## src/rtl/traffic_phase_controller_if.sv

```systemverilog
// Sensor inputs and lamp/status outputs of the two-road phase controller.
interface traffic_phase_controller_if;
   logic       vehicle_side;
   logic       ped_req;
   logic       flash_en;
   logic [2:0] state_out;
   logic [2:0] main_lights;
   logic [2:0] side_lights;
   logic       walk;
   logic       ped_pending;

   modport master (
      output vehicle_side, ped_req, flash_en,
      input  state_out, main_lights, side_lights, walk, ped_pending
   );

   modport slave (
      input  vehicle_side, ped_req, flash_en,
      output state_out, main_lights, side_lights, walk, ped_pending
   );
endinterface

```

## src/rtl/traffic_phase_controller.sv

```systemverilog
// Self-timed main/side intersection controller with pedestrian latch
// and a flash mode entered and left through all-red clearance.
module traffic_phase_controller #(
   parameter int CNT_W      = 8,
   parameter int MAIN_MIN   = 10,
   parameter int SIDE_MIN   = 5,
   parameter int SIDE_MAX   = 20,
   parameter int YELLOW     = 3,
   parameter int CLEAR      = 2,
   parameter int WALK_T     = 8,
   parameter int FLASH_HALF = 4
) (
   input logic clk,
   input logic rst,
   traffic_phase_controller_if.slave bus
);

   typedef enum logic [2:0] {
      MAIN_G = 3'd0,
      MAIN_Y = 3'd1,
      CLR_MS = 3'd2,
      SIDE_G = 3'd3,
      SIDE_Y = 3'd4,
      CLR_SM = 3'd5,
      FLASH  = 3'd6
   } state_t;

   localparam logic [CNT_W-1:0] MAIN_LIM = CNT_W'(MAIN_MIN - 1);
   localparam logic [CNT_W-1:0] SMIN_LIM = CNT_W'(SIDE_MIN - 1);
   localparam logic [CNT_W-1:0] SMAX_LIM = CNT_W'(SIDE_MAX - 1);
   localparam logic [CNT_W-1:0] YEL_LIM  = CNT_W'(YELLOW - 1);
   localparam logic [CNT_W-1:0] CLR_LIM  = CNT_W'(CLEAR - 1);
   localparam logic [CNT_W-1:0] WALK_LIM = CNT_W'(WALK_T - 1);
   localparam logic [CNT_W-1:0] FH_LIM   = CNT_W'(FLASH_HALF - 1);

   state_t           state;
   state_t           state_nx;
   logic [CNT_W-1:0] cnt;
   logic [CNT_W-1:0] cnt_nx;
   logic [CNT_W-1:0] mindw;
   logic             ped_q;
   logic             walk_q;
   logic             blink_q;
   logic             enter_side;
   logic             leave_side;
   logic             enter_flash;
   logic             blink_wrap;

   assign mindw = walk_q ? WALK_LIM : SMIN_LIM;

   always_comb begin
      state_nx = state;
      case (state)
         MAIN_G:
            if (cnt >= MAIN_LIM &&
                (bus.vehicle_side | ped_q | bus.ped_req | bus.flash_en))
               state_nx = MAIN_Y;
         MAIN_Y:
            if (cnt == YEL_LIM) state_nx = CLR_MS;
         CLR_MS:
            if (cnt == CLR_LIM) state_nx = bus.flash_en ? FLASH : SIDE_G;
         SIDE_G:
            if (cnt == SMAX_LIM ||
                (bus.flash_en && cnt >= SMIN_LIM) ||
                (!bus.vehicle_side && cnt >= mindw))
               state_nx = SIDE_Y;
         SIDE_Y:
            if (cnt == YEL_LIM) state_nx = CLR_SM;
         CLR_SM:
            if (cnt == CLR_LIM) state_nx = bus.flash_en ? FLASH : MAIN_G;
         FLASH:
            if (!bus.flash_en) state_nx = CLR_SM;
         default:
            state_nx = MAIN_G;
      endcase
   end

   assign enter_side  = (state != SIDE_G) && (state_nx == SIDE_G);
   assign leave_side  = (state == SIDE_G) && (state_nx != SIDE_G);
   assign enter_flash = (state != FLASH) && (state_nx == FLASH);
   // In FLASH the dwell counter doubles as the blink half-period timer
   assign blink_wrap  = (state == FLASH) && (cnt == FH_LIM);

   always_comb begin
      cnt_nx = cnt;
      if (state_nx != state || blink_wrap)
         cnt_nx = '0;
      else if (cnt != '1)
         cnt_nx = cnt + CNT_W'(1);
   end

   always_ff @(posedge clk) begin
      if (rst) begin
         state   <= MAIN_G;
         cnt     <= '0;
         ped_q   <= 1'b0;
         walk_q  <= 1'b0;
         blink_q <= 1'b0;
      end else begin
         state <= state_nx;
         cnt   <= cnt_nx;
         ped_q <= (ped_q | bus.ped_req) & ~enter_side;
         if (enter_side)
            walk_q <= ped_q | bus.ped_req;
         else if (leave_side)
            walk_q <= 1'b0;
         if (enter_flash)
            blink_q <= 1'b1;
         else if (blink_wrap)
            blink_q <= ~blink_q;
      end
   end

   always_comb begin
      bus.main_lights = 3'b100;
      bus.side_lights = 3'b100;
      case (state)
         MAIN_G: bus.main_lights = 3'b001;
         MAIN_Y: bus.main_lights = 3'b010;
         SIDE_G: bus.side_lights = 3'b001;
         SIDE_Y: bus.side_lights = 3'b010;
         FLASH: begin
            bus.main_lights = blink_q ? 3'b010 : 3'b000;
            bus.side_lights = blink_q ? 3'b100 : 3'b000;
         end
         default: ;
      endcase
   end

   assign bus.state_out   = state;
   assign bus.walk        = walk_q;
   assign bus.ped_pending = ped_q;

endmodule

```

## src/flat_wrapper.sv

```systemverilog
// flat-port wrapper written by rule: the top's interface ports become plain ports
module traffic_phase_controller_flat 
#(
   parameter int CNT_W      = 8,
   parameter int MAIN_MIN   = 10,
   parameter int SIDE_MIN   = 5,
   parameter int SIDE_MAX   = 20,
   parameter int YELLOW     = 3,
   parameter int CLEAR      = 2,
   parameter int WALK_T     = 8,
   parameter int FLASH_HALF = 4
)
  (clk, rst, bus_vehicle_side, bus_ped_req, bus_flash_en, bus_state_out, bus_main_lights, bus_side_lights, bus_walk, bus_ped_pending);
  traffic_phase_controller_if bus_i ();
  input logic clk;
  input logic rst;
  input wire logic [$bits(bus_i.vehicle_side)-1:0] bus_vehicle_side;
  input wire logic [$bits(bus_i.ped_req)-1:0] bus_ped_req;
  input wire logic [$bits(bus_i.flash_en)-1:0] bus_flash_en;
  output wire logic [$bits(bus_i.state_out)-1:0] bus_state_out;
  output wire logic [$bits(bus_i.main_lights)-1:0] bus_main_lights;
  output wire logic [$bits(bus_i.side_lights)-1:0] bus_side_lights;
  output wire logic [$bits(bus_i.walk)-1:0] bus_walk;
  output wire logic [$bits(bus_i.ped_pending)-1:0] bus_ped_pending;
  assign bus_i.vehicle_side = bus_vehicle_side;
  assign bus_i.ped_req = bus_ped_req;
  assign bus_i.flash_en = bus_flash_en;
  assign bus_state_out = bus_i.state_out;
  assign bus_main_lights = bus_i.main_lights;
  assign bus_side_lights = bus_i.side_lights;
  assign bus_walk = bus_i.walk;
  assign bus_ped_pending = bus_i.ped_pending;
  traffic_phase_controller #(.CNT_W(CNT_W), .MAIN_MIN(MAIN_MIN), .SIDE_MIN(SIDE_MIN), .SIDE_MAX(SIDE_MAX), .YELLOW(YELLOW), .CLEAR(CLEAR), .WALK_T(WALK_T), .FLASH_HALF(FLASH_HALF)) u_core (.clk(clk), .rst(rst), .bus(bus_i));
endmodule
```

## config.mk

```make
export PLATFORM = sky130hd
export DESIGN_NAME = traffic_phase_controller_flat
export DESIGN_NICKNAME = d
export VERILOG_FILES = /design/src/rtl/traffic_phase_controller_if.sv /design/src/rtl/traffic_phase_controller.sv /design/src/flat_wrapper.sv
export SDC_FILE = /design/constraint.sdc
export NUM_CORES = 1
export LEC_CHECK = 0
export BUFFER_PORTS_ARGS = -buffer_cell sky130_fd_sc_hd__buf_4
export CAP_MARGIN = 20
export CORE_UTILIZATION = 55
export DETAILED_ROUTE_END_ITERATION = 12
export GPL_TIMING_DRIVEN = 0
export PLACE_DENSITY = 0.77
export SLEW_MARGIN = 15
export SYNTH_ARGS = -nofsm -noshare
export SYNTH_HDL_FRONTEND = slang
export SYNTH_SLANG_ARGS = --single-unit
```

## constraint.sdc

```tcl
create_clock -name clk -period 6.4 [get_ports clk]
set_clock_uncertainty 0.05 [all_clocks]
set_input_delay 1.28 -clock clk [delete_from_list [all_inputs] [get_ports clk]]
set_output_delay 1.28 -clock clk [all_outputs]
set_load 0.05 [all_outputs]
```

After elaboration in Yosys (flattened, before gate mapping)
Cells that the tools add are included.
- muxes and demuxes: 19
- reductions and logical operators: 15
- add/subtract/negate cells: 1
- order comparisons: 3
- equality and inequality tests: 17
- bitwise logic cells: 7
- operator list (cell ; number):
    two-way mux 3 bit ; 10
    case mux 3 bit (7 select lines) ; 1
    case mux 3 bit (3 select lines) ; 2
    equality test 8 x 2 -> 1 bit (second input constant) ; 2
    equality test 3 bit (second input constant) ; 4
    equality test 3 x 2 -> 1 bit (second input constant) ; 3
    adder 8 x 1 -> 8 bit (second input constant) ; 1
    equality test 8 x 1 -> 1 bit (second input constant) ; 1
    equality test 8 x 5 -> 1 bit (second input constant) ; 1
    >= comparator 8 x 3 -> 1 bit (second input constant) ; 1
    >= comparator 8 x 4 -> 1 bit (second input constant) ; 1
    >= comparator 8 bit ; 1
    inequality test 8 bit (second input constant) ; 1
    logical AND 1 bit ; 7
    inequality test 3 x 2 -> 1 bit (second input constant) ; 2
    two-way mux 1 bit ; 4
    two-way mux 2 bit ; 2
    bitwise OR 1 bit ; 4
    nonzero test 2 bit ; 2
    equality test 3 x 1 -> 1 bit (second input constant) ; 1
    logical NOT 3 bit ; 1
    logical OR 1 bit ; 3
    inequality test 3 bit ; 1
    inequality test 3 bit (second input constant) ; 1
    other kinds (4) ; 5
- input port bits: 5
- word-level logic and storage cells: 67
- output and inout bits: 11
- register bits: 14

Depth between registers and ports, before layout
Gate-level depths: netlist of run 1.
- depth after elaboration: 10
- mapped depth: 11
- depth with buffers taken out: 11

Worst setup path before layout of run 1
Ideal clock, no wire load.
- path kind: register -> output
- start point: register u_core.state[2], in the netlist u_core.bus.state_out[2]
- end point: output bus_side_lights[2]
- stages on the path, launching flop included: 5
- path buffers: 0
- data arrival time: 2.094 ns
- setup slack: 2.976 ns
- cell sequence: dfxtp_1 > inv_1 > nand2_1 > inv_1 > a21oi_1
- word-level cells in the longest chain between the ends: 2
- elaborated cells on any way between the ends: 4
- those cells by class: eq/ne: 3; mux: 1
- ends and longest elaborated chain (element ; line ; RTL):
    start: declaration ; traffic_phase_controller.sv:36 ; state_t state;
    start signal: assignment ; traffic_phase_controller.sv:100 ; state <= state_nx;
    equality test 3 bit or equality test 3 x 2 -> 1 bit (tied branches) ; traffic_phase_controller.sv:117 ; case (state)
    case mux 3 bit (3 select lines) * ; traffic_phase_controller.sv:117 ;
    end: declaration ; flat_wrapper.sv:22 ; output wire logic [$bits(bus_i.side_lights)-1:0] bus_side_lights;
Mark *: on every way between the ends. The rest lies on a longest branch, timed or not.

Final worst setup path of run 1
- start point: register u_core.state[2], in the netlist u_core.bus.state_out[2]
- end point: output bus_main_lights[1]
- word-level cells in the longest chain between the ends: 2
- elaborated cells on any way between the ends: 4
- those cells by class: eq/ne: 2; mux: 1; reduce/logical: 1
- ends and longest elaborated chain (element ; line ; RTL):
    equality test 3 bit (tied with other cells) ; traffic_phase_controller.sv:117 ;
    case mux 3 bit (3 select lines) * ; traffic_phase_controller.sv:117 ;
    end: declaration ; flat_wrapper.sv:21 ; output wire logic [$bits(bus_i.main_lights)-1:0] bus_main_lights;
Marked as above.

==> run metrics, run 1 <==
initial antenna violation count=0; Post-Synthesis Cell Area=1170 sq um; CTS max path bufs=2; 1st-iter DRT viols=64; synth warn=0; vias in the first global route=904; Congestion Overflow GR=0; Tightest Pin Transition=0.756 ns; H-tree Lvls=1; # clock sinks=14; RSZ-0062 raised after global routing=false; setup tns final=0 ns; Clk pin slew, worst setup/hold paths=0.09 ns; post-synth top area cell=dfxtp_1; required time of the critical path=5.07 ns; Fmax=334 MHz; Residual DRC=0; Power Density=147 nW/um^2; # fillers=174; Rows=16; Final Setup Violations=0; Pleak=0.000505 uW; fin crit share=46.7%; crit start category=flip-flop; ys flop type=dfxtp_1; placed insts=182; worst skew pair latency=0.30 ns; ranking of synthesized cells by area=dfxtp_1, ha_1, o21ai_0; Root Driver=clkbuf_4; largest net degree at the start of global routing=11; number of synthesized flops with an enable pin=0; post-DP HPWL=2130 um; gpl congestion=0.917; Cells after Synth=141; Post-synth top cells=dfxtp_1, nor2_1, ha_1, o21ai_0, inv_1; TritonCTS clock tree=done; Ports=16; MaxCap Viol Count=0; Final Hold Viols=0; worst vdd ir=0.144 mV; TritonCTS buffer count=3; # hold bufs at CTS=0; # diodes=0; CP Cell Sequence=clkbuf_1 -> nor2_1 -> a32o_1 -> buf_4; syn_area_per_cell=8.33 sq um; worst path buffer plus inverter count=2; fin crit period=2.99 ns; vias per cell=6.37; Final Slew Violations=0; Crit path max-delay family=buffers and inverters; die area=2330 sq um; Die W=48.2 um; first-pass GRT wire length=4250 um; routed via count=1185; Port Buffer Count=14; sequential fraction of the synthesis area=23.9%; Synth top area share=23.9%; initial core utilization=59.3%; post-CTS setup buffer count=0; Critical Setup Path Class=reg -> out; wire per inst=15.6 um; flops & latches, synth=14; Post-synth ARST share=0%; post-route setup slack=3.41 ns; Core ar.=1980 sq um; Synth-to-Final Area Change=15.3%; CP max-delay cell=dfxtp_1; relative slew slack=49.3%; post-CTS resize count=0; Syn Nets=154; Crit. End Element=primary output; gr usage total=26.4%; Hold Path Class=reg -> reg; Die Span Y=48.2 um; share of cells above drive strength 1=20.8%; remaining antenna violation count after routing=0; Crit Path Max Fanout=10; top-count cell post-synth=dfxtp_1; drt total wl=2910 um; post-route insts no fill=186; CP Data Arrival Time=1.66 ns; Final nets=173; crit-path max cell delay=0.46 ns; 1st-pass router iterations=4; outcome=finished, final reports clean; setup slack at placement=2.92 ns; Yosys cell types=45
cells in the final DEF, fill, tap and decap left out, types with 2 or more instances in the layout:
cell type | Yosys | layout
nor3_1 | 5 | 5
and3_1 | 2 | 2
xnor2_1 | 3 | 3
o21ai_0 | 8 | 8
clkbuf_1 | 5 | 5
o211ai_1 | 2 | 2
nor2_1 | 10 | 10
nand2b_1 | 4 | 4
a311oi_1 | 2 | 2
a211oi_1 | 5 | 5
or4_4 | 2 | 2
o41ai_1 | 2 | 2
nor2b_1 | 3 | 3
a21oi_1 | 5 | 5
buf_4 | 0 | 14
nand3_1 | 2 | 2
nor3b_1 | 5 | 5
inv_1 | 7 | 7
mux2i_1 | 2 | 2
clkbuf_4 | 0 | 3
nand2_1 | 6 | 6
nand4_1 | 4 | 4
a221o_1 | 3 | 3
dfxtp_1 | 14 | 14
buf_6 | 2 | 2
a31oi_1 | 5 | 5
and2_1 | 4 | 4
a2111oi_2 | 2 | 2
ha_1 | 8 | 8
area by class of cell:
cell class                      count  area [sq um]  share of cell area [%]
Tap cell                           27          33.8                    2.49
Inverter                            7          26.3                    1.94
Clock buffer                        4          36.3                    2.68
Multi-Input combinational cell    112           827                    61.0
Sequential cell                    14           280                    20.7
Buffer                              8          46.3                    3.42
Timing Repair Buffer               14           105                    7.76
report_power, final:
group,leakage (uW),switching [uW],internal [uW]
logic,0.000370,24.2,14.4
clock network,0.0000210,32.9,34.7
registers,0.000114,3.79,89.8
layer usage:
layer	GRT usage, %	share of wire, %	vias up
li1	-	-	577
met1	40.2	49	556
met2	35.7	44	46
met3	3.33	4.8	6
met4	13.3	1.6	0
met5	0	0	-
worst min-delay path: stages, from the launching register on:
cell	delay (ns)
dfxtp_1	0.35
a21oi_1	0.13
nor2_1	0.04
through the flow:
step / power [uW] / cell area, sq um / hold slack, ns / util, %
after global placement: 132 / 1310 / 0.495 / 66.3
after CTS: 201 / 1350 / 0.513 / 68.1
after detailed placement: 133 / 1310 / 0.496 / 66.3
after floorplan: 122 / 1170 / 0.459 / -
after global routing: 208 / 1360 / 0.549 / 68.4
final: 200 / 1360 / 0.509 / 68.4
final timing paths:
| path | from | endpoint | slack [ns] | cells after the start |
|---|---|---|---|---|
| worst max-delay path | u_core.bus.state_out[2]$_SDFF_PP0_ | bus_main_lights[1] | 3.41 | 4 |
| worst min-delay path | u_core.bus.walk$_SDFFE_PP0P_ | u_core.bus.walk$_SDFFE_PP0P_ | 0.51 | 2 |
| worst max register to register | u_core.cnt[1]$_SDFFE_PP0P_ | u_core.cnt[5]$_SDFFE_PP0P_ | 3.65 | 8 |
| worst min register to register | u_core.bus.walk$_SDFFE_PP0P_ | u_core.bus.walk$_SDFFE_PP0P_ | 0.51 | 2 |
sequential cells by signal, indices dropped and copies added, names as in the netlist:
register	flops
u_core.blink_q	1
u_core.cnt	8
u_core.bus.ped_pending	1
u_core.bus.walk	1
u_core.bus.state_out	3
cells by family (layout without fill, tap and decap cells):
kind of cell,after synthesis,count (layout),synth area share (%)
AO/OA/AOI/OAI,46,46,30.4
flip-flops,14,14,23.9
multiplexers,2,2,1.70
buffers and inverters,15,33,6.18
XOR/XNOR,3,3,2.24
adder cells (fa/ha/maj),8,8,8.52
AND/OR/NAND/NOR,53,53,27.2
Note: power is estimated with default switching activity, not from simulation.
==> run 2, diff against run 1 <==
--- a/config.mk
+++ b/config.mk
@@ -5,12 +5,13 @@
 export SDC_FILE = /design/constraint.sdc
 export NUM_CORES = 1
 export LEC_CHECK = 0
+export ABC_AREA = 1
 export BUFFER_PORTS_ARGS = -buffer_cell sky130_fd_sc_hd__buf_4
 export CAP_MARGIN = 20
-export CORE_UTILIZATION = 55
+export CORE_UTILIZATION = 51
 export DETAILED_ROUTE_END_ITERATION = 12
 export GPL_TIMING_DRIVEN = 0
-export PLACE_DENSITY = 0.77
+export PLACE_DENSITY = 0.75
 export SLEW_MARGIN = 15
 export SYNTH_ARGS = -nofsm -noshare
 export SYNTH_HDL_FRONTEND = slang
==> constraint.sdc (replaced) <==
create_clock -name clk -period 2.48 [get_ports clk]
set_clock_uncertainty 0.05 [all_clocks]
set_input_delay 0.496 -clock clk [delete_from_list [all_inputs] [get_ports clk]]
set_output_delay 0.496 -clock clk [all_outputs]
set_load 0.05 [all_outputs]
==> run 2 against run 1 <==
- worst setup slack worse by 3.2 ns
- count of clock-buffer cells in the layout is 1 lower
- critical path depth is 1 higher
- worst hold slack worse by 0.14 ns
- routed wire length is 18% lower
- power is 120% higher
- final cell count is 19% higher
- synthesized cell count is 25% higher
- utilization is 2.1 points lower
- largest power group unchanged
==> run metrics, run 2 <==
CTS max path bufs=2 (unchanged); flops & latches, synth=14 (unchanged); worst skew pair latency=0.28 ns (-0.02 ns); critical hold path startpoint=rst; vias per cell=4.99 (-22%); gr usage total=23.0% (-3.4 points); routed via count=1103 (-6.9%); Synth-to-Final Area Change=18.0%; Fmax=443 MHz; # clock sinks=14 (unchanged); post-route setup slack=0.225 ns (-3.18 ns); post-synth top area cell=dfxtp_1; initial antenna violation count=0 (unchanged); commonest cells after routing, fill and taps aside=nand2_1, inv_1, nor2_1, buf_4, dfxtp_1; Clk pin slew, worst setup/hold paths=0.09 ns (about the same); Yosys cell types=26 (-42%); vias in the first global route=1009 (+12%); worst path buffer plus inverter count=3 (+1); Crit path max-delay family=buffers and inverters; worst vdd ir=0.323 mV (+120%); Final Slew Violations=0 (unchanged); CP Cell Sequence=inv_2 -> nor2_2 -> inv_1 -> o22ai_2 -> buf_4; CP max-delay cell=dfxtp_1; Cells after Synth=176 (+25%); Die W=49.2 um (+2.0%); post-DP HPWL=1950 um (-8.7%); ys flop type=dfxtp_1; TritonCTS buffer count=3 (unchanged); Final Setup Violations=0 (unchanged); post-CTS setup buffer count=0 (unchanged); Root Driver=clkbuf_4; number of synthesized flops with an enable pin=0 (unchanged); outcome=finished, final reports clean; synth warn=0 (unchanged); syn_area_per_cell=6.46 sq um (-23%); # fillers=200 (+15%); Crit. End Element=primary output; Final Hold Viols=0 (unchanged); # diodes=0 (unchanged); share of cells above drive strength 1=23.2% (+2.4 points); Final nets=209 (+21%); setup slack at placement=0.216 ns (-2.70 ns); Die Span Y=49.2 um (+2.0%); relative slew slack=79.6% (+30 points); ranking of synthesized cells by area=dfxtp_1, nand2_1, inv_1; Synth top area share=24.7% (+0.81 points); Crit Path Max Fanout=9 (-1); Post-Synthesis Cell Area=1140 sq um (-3.3%); post-CTS resize count=0 (unchanged); fin crit share=90.9%; most common cell after layout, fill and taps aside=nand2_1; H-tree Lvls=1 (unchanged); 1st-iter DRT viols=16 (-75%); crit-path max cell delay=0.49 ns (+0.03 ns); Critical Setup Path Class=reg -> out; sequential fraction of the synthesis area=24.7% (+0.81 points); wire per inst=10.7 um (-31%); Port Buffer Count=15 (+1); CP Data Arrival Time=1.71 ns (+0.05 ns); largest reg by FF count=u_core.cnt; RSZ-0062 raised after global routing=false; remaining antenna violation count after routing=0 (unchanged); Post-synth ARST share=0% (unchanged); total power=446 uW (+120%); Rows=16 (unchanged); crit start category=flip-flop; die area=2420 sq um (+4.1%); fin crit period=2.25 ns; drt total wl=2370 um (-18%); top-count cell post-synth=nand2_1; Hold Path Class=in -> reg; reg2reg start=u_core.cnt[0]$_SDFFE_PP0P_; gpl congestion=0.903 (-1.5%); initial core utilization=56.2% (-3.1 points); Power Density=333 nW/um^2 (+130%); TritonCTS clock tree=done; required time of the critical path=1.93 ns (-3.14 ns); number of flip-flops in the largest register=8 (unchanged); largest net degree at the start of global routing=10 (-1); 1st-pass router iterations=4 (unchanged); Residual DRC=0 (unchanged); MaxCap Viol Count=0 (unchanged); CP startpoint=u_core.bus.state_out[2]$_SDFF_PP0_; # hold bufs at CTS=0 (unchanged); first-pass GRT wire length=4290 um (+0.96%); Post-synth top cells=nand2_1, inv_1, nor2_1; Ports=16 (unchanged); Pleak=0.000654 uW (+30%); Congestion Overflow GR=0 (unchanged); Tightest Pin Transition=0.306 ns (-0.451 ns); Core ar.=2020 sq um (+2.0%); Syn Nets=189 (+23%)
[run 2: per-stage QoR]
step                      cells  util [%]  hold slack (ns)  instance area (sq um)  TNS [ns]
after detailed placement    218      64.7            0.457                   1310         0
after floorplan             176         -            0.506                   1160    -0.136
after global placement      218      64.7            0.450                   1310         0
final                       221      66.3            0.366                   1340         0
after global routing        221      66.3            0.360                   1340         0
after CTS                   221      65.8            0.360                   1330         0
[run 2: worst register-to-register path: cells and delay by family (launching register included)]
family / cells / cell delay (ns)
AND/OR/NAND/NOR: 9 / 0.70
adder cells (fa/ha/maj): 2 / 0.55
flip-flops: 1 / 0.38
buffers and inverters: 3 / 0.25
AO/OA/AOI/OAI: 2 / 0.21
[run 2: kinds of logic after synthesis]
family	Yosys count	share of synthesized area [%]
and+or+nand+nor	96	39.9
buffers and inverters	33	11.6
AOI/OAI and AO/OA	20	11.2
DFF	14	24.7
adders and majority gates	8	8.81
xor gates and xnor gates	5	3.85
[run 2: where the power goes]
part | internal [uW] | total [uW] | switching (uW)
clock | 56.3 | 128 | 71.9
sequential | 231 | 239 | 8.01
combinational | 29.8 | 78.6 | 48.8
total | 317 | 446 | 129
[run 2: area by class of cell]
class | count | area, sq um | area share, %
buffer | 1 | 11.3 | 0.840
clock buffer | 3 | 22.5 | 1.68
inverter | 32 | 120 | 8.96
multi-input combinational | 129 | 758 | 56.6
sequential | 14 | 282 | 21.0
tap | 27 | 33.8 | 2.52
timing repair buffer | 15 | 113 | 8.40
[run 2: path summary, 6_finish.rpt]
check | end | slack (ns) | depth (start not counted)
min reg2reg | u_core.bus.walk$_SDFFE_PP0P_ | 0.47 | 2
max reg2reg | u_core.bus.walk$_SDFFE_PP0P_ | 0.24 | 16
max | bus_side_lights[2] | 0.23 | 5
min | u_core.bus.state_out[1]$_SDFF_PP0_ | 0.37 | 2
[run 2: routing by layer]
layer  global-route usage, %  wire length, um  vias up
li1                        -                -      589
met1                    30.0             1210      491
met2                    37.7             1060       19
met3                    3.74               77        4
met4                    8.82               28        0
met5                       0                0        -
==> run 3, diff against run 2 <==
--- a/config.mk
+++ b/config.mk
@@ -10,7 +10,6 @@
 export CAP_MARGIN = 20
 export CORE_UTILIZATION = 51
 export DETAILED_ROUTE_END_ITERATION = 12
-export GPL_TIMING_DRIVEN = 0
 export PLACE_DENSITY = 0.75
 export SLEW_MARGIN = 15
 export SYNTH_ARGS = -nofsm -noshare
==> run 3 against run 2 <==
- worst setup slack worse by 0.061 ns
- largest power group unchanged
- sequential power barely moved
- via count increased by 2.8%
- routed wire length rose by 1.6%
- highest routed layer unchanged
- critical endpoint unchanged
- largest cell class unchanged
==> run metrics, run 3 (synthesized netlist as in run 2, its figures left out) <==
outcome=finished, final reports clean; Rows=16 (unchanged); CP max-delay cell=dfxtp_1; wire per inst=10.9 um (+1.6%); first-pass GRT wire length=4310 um (+0.33%); # clock sinks=14 (unchanged); Die Span Y=49.2 um (unchanged); Congestion Overflow GR=0 (unchanged); Final Slew Violations=0 (unchanged); H-tree Lvls=1 (unchanged); commonest cells after routing, fill and taps aside=nand2_1, inv_1, nor2_1, buf_4, dfxtp_1; 1st-iter DRT viols=41 (+25); initial antenna violation count=0 (unchanged); gpl congestion=0.874 (-3.2%); Final nets=208 (-0.48%); # diodes=0 (unchanged); share of cells above drive strength 1=21.6% (-1.5 points); Clk pin slew, worst setup/hold paths=0.10 ns (about the same); # hold bufs at CTS=0 (unchanged); critical hold path startpoint=rst; worst hold slack=0.354 ns (-0.0123 ns); Hold Path Class=in -> reg; MaxCap Viol Count=0 (unchanged); Die W=49.2 um (unchanged); fin crit period=2.32 ns (+0.0607 ns); number of flip-flops in the largest register=8 (unchanged); Worst Hold Depth=2 (unchanged); CP startpoint=u_core.bus.state_out[1]$_SDFF_PP0_; post-CTS resize count=0 (unchanged); Critical Path Most Common Cell=inv_1; crit-path max cell delay=0.49 ns (about the same); Root Driver=clkbuf_4; drt total wl=2410 um (+1.6%); remaining antenna violation count after routing=0 (unchanged); worst-case register-to-register setup slack=0.31 ns (+0.07 ns); CP Cell Sequence=inv_2 -> nor2_1 -> inv_1 -> nor2_2 -> inv_1 -> o22ai_2 -> buf_4; initial core utilization=56.2% (unchanged); 1st-pass router iterations=4 (unchanged); gr usage total=22.6% (-0.38 points); CTS max path bufs=2 (unchanged); fin crit share=93.4% (+2.4 points); Crit. End Element=primary output; Crit Path Max Fanout=5 (-4); post-DP HPWL=1980 um (+1.7%); largest reg by FF count=u_core.cnt; Final Hold Viols=0 (unchanged); vias per cell=5.13 (+2.8%); Critical Setup Path Class=reg -> out; setup tns final=0 ns (unchanged); Fmax=432 MHz (-2.6%); post-CTS setup buffer count=0 (unchanged); TritonCTS buffer count=3 (unchanged); routed via count=1134 (+2.8%); required time of the critical path=1.93 ns (about the same); largest net degree at the start of global routing=10 (unchanged); worst vdd ir=0.312 mV (-3.4%); Core ar.=2020 sq um (unchanged); Pleak=0.000654 uW (about the same); relative slew slack=80.3% (+0.66 points); RSZ-0062 raised after global routing=false; Residual DRC=0 (unchanged); most common cell after layout, fill and taps aside=nand2_1; crit start category=flip-flop; worst skew pair latency=0.28 ns (about the same); Port Buffer Count=15 (unchanged); die area=2420 sq um (unchanged); reg2reg start=u_core.cnt[0]$_SDFFE_PP0P_; TritonCTS clock tree=done; Tightest Pin Transition=0.296 ns (-0.00985 ns); total power=490 uW (+9.8%); Synth-to-Final Area Change=17.4%; r2r worst-path depth=15 (-1); # fillers=186 (-7.0%); CP Data Arrival Time=1.77 ns (+0.06 ns); Power Density=367 nW/um^2 (+10%); Final Setup Violations=0 (unchanged); vias in the first global route=978 (-3.1%); Ports=16 (unchanged)
-- run 3: cell count changes in the layout (fill, tap and decap cells not counted) --
cell / before / now
a211oi_1: 0 / 1
a211oi_2: 1 / 0
buf_6: 1 / 0
clkbuf_8: 0 / 1
dfxtp_1: 13 / 14
dfxtp_2: 1 / 0
nor2_1: 27 / 28
nor2_2: 7 / 6
-- run 3: stage by stage --
stage               area, sq um  utilization [%]  setup slack, ns  cells
CTS                        1330             66.0            0.181    221
global route               1330             66.0           0.0371    221
detailed placement         1300             64.2            0.305    217
global placement           1300             64.2            0.426    217
floorplan                  1160                -          -0.0800    176
finish                     1330             66.0            0.164    221
-- run 3: area by class of cell --
class	count	area, sq um	area share [%]
multi-input cells	129	751	56.3
repair buffers	15	113	8.44
well taps	27	33.8	2.53
inverters	32	120	9.01
clock buffers	4	36.3	2.72
flip-flops and latches	14	280	21.0
-- run 3: final timing paths --
kind	to
worst max-delay path	bus_side_lights[2]
worst min register to register	u_core.bus.walk$_SDFFE_PP0P_
worst max register to register	u_core.bus.walk$_SDFFE_PP0P_
worst min-delay path	u_core.bus.state_out[1]$_SDFF_PP0_
-- run 3: worst max-delay path, delay by kind of cell (launching register included) --
family,cells,cell delay (ns)
and+or+nand+nor,2,0.35
AOI/OAI and AO/OA,1,0.15
DFF,1,0.49
buffers and inverters,4,0.49
-- run 3: where the power goes --
group / total, uW / switching [uW] / leakage [uW] / internal (uW)
clock network: 173 / 83.3 / 0.0000210 / 89.3
logic: 77.3 / 47.7 / 0.000519 / 29.6
registers: 240 / 8.37 / 0.000114 / 231
-- run 3: layer usage --
| layer | part of all wire, % | global-route usage, % | up-vias | wire length, um |
|---|---|---|---|---|
| met5 | 0 | 0 | - | 0 |
| met3 | 7.6 | 4.05 | 2 | 182 |
| met4 | 0.37 | 2.94 | 0 | 9 |
| met2 | 45 | 35.6 | 38 | 1080 |
| li1 | - | - | 589 | - |
| met1 | 47 | 32.7 | 505 | 1140 |
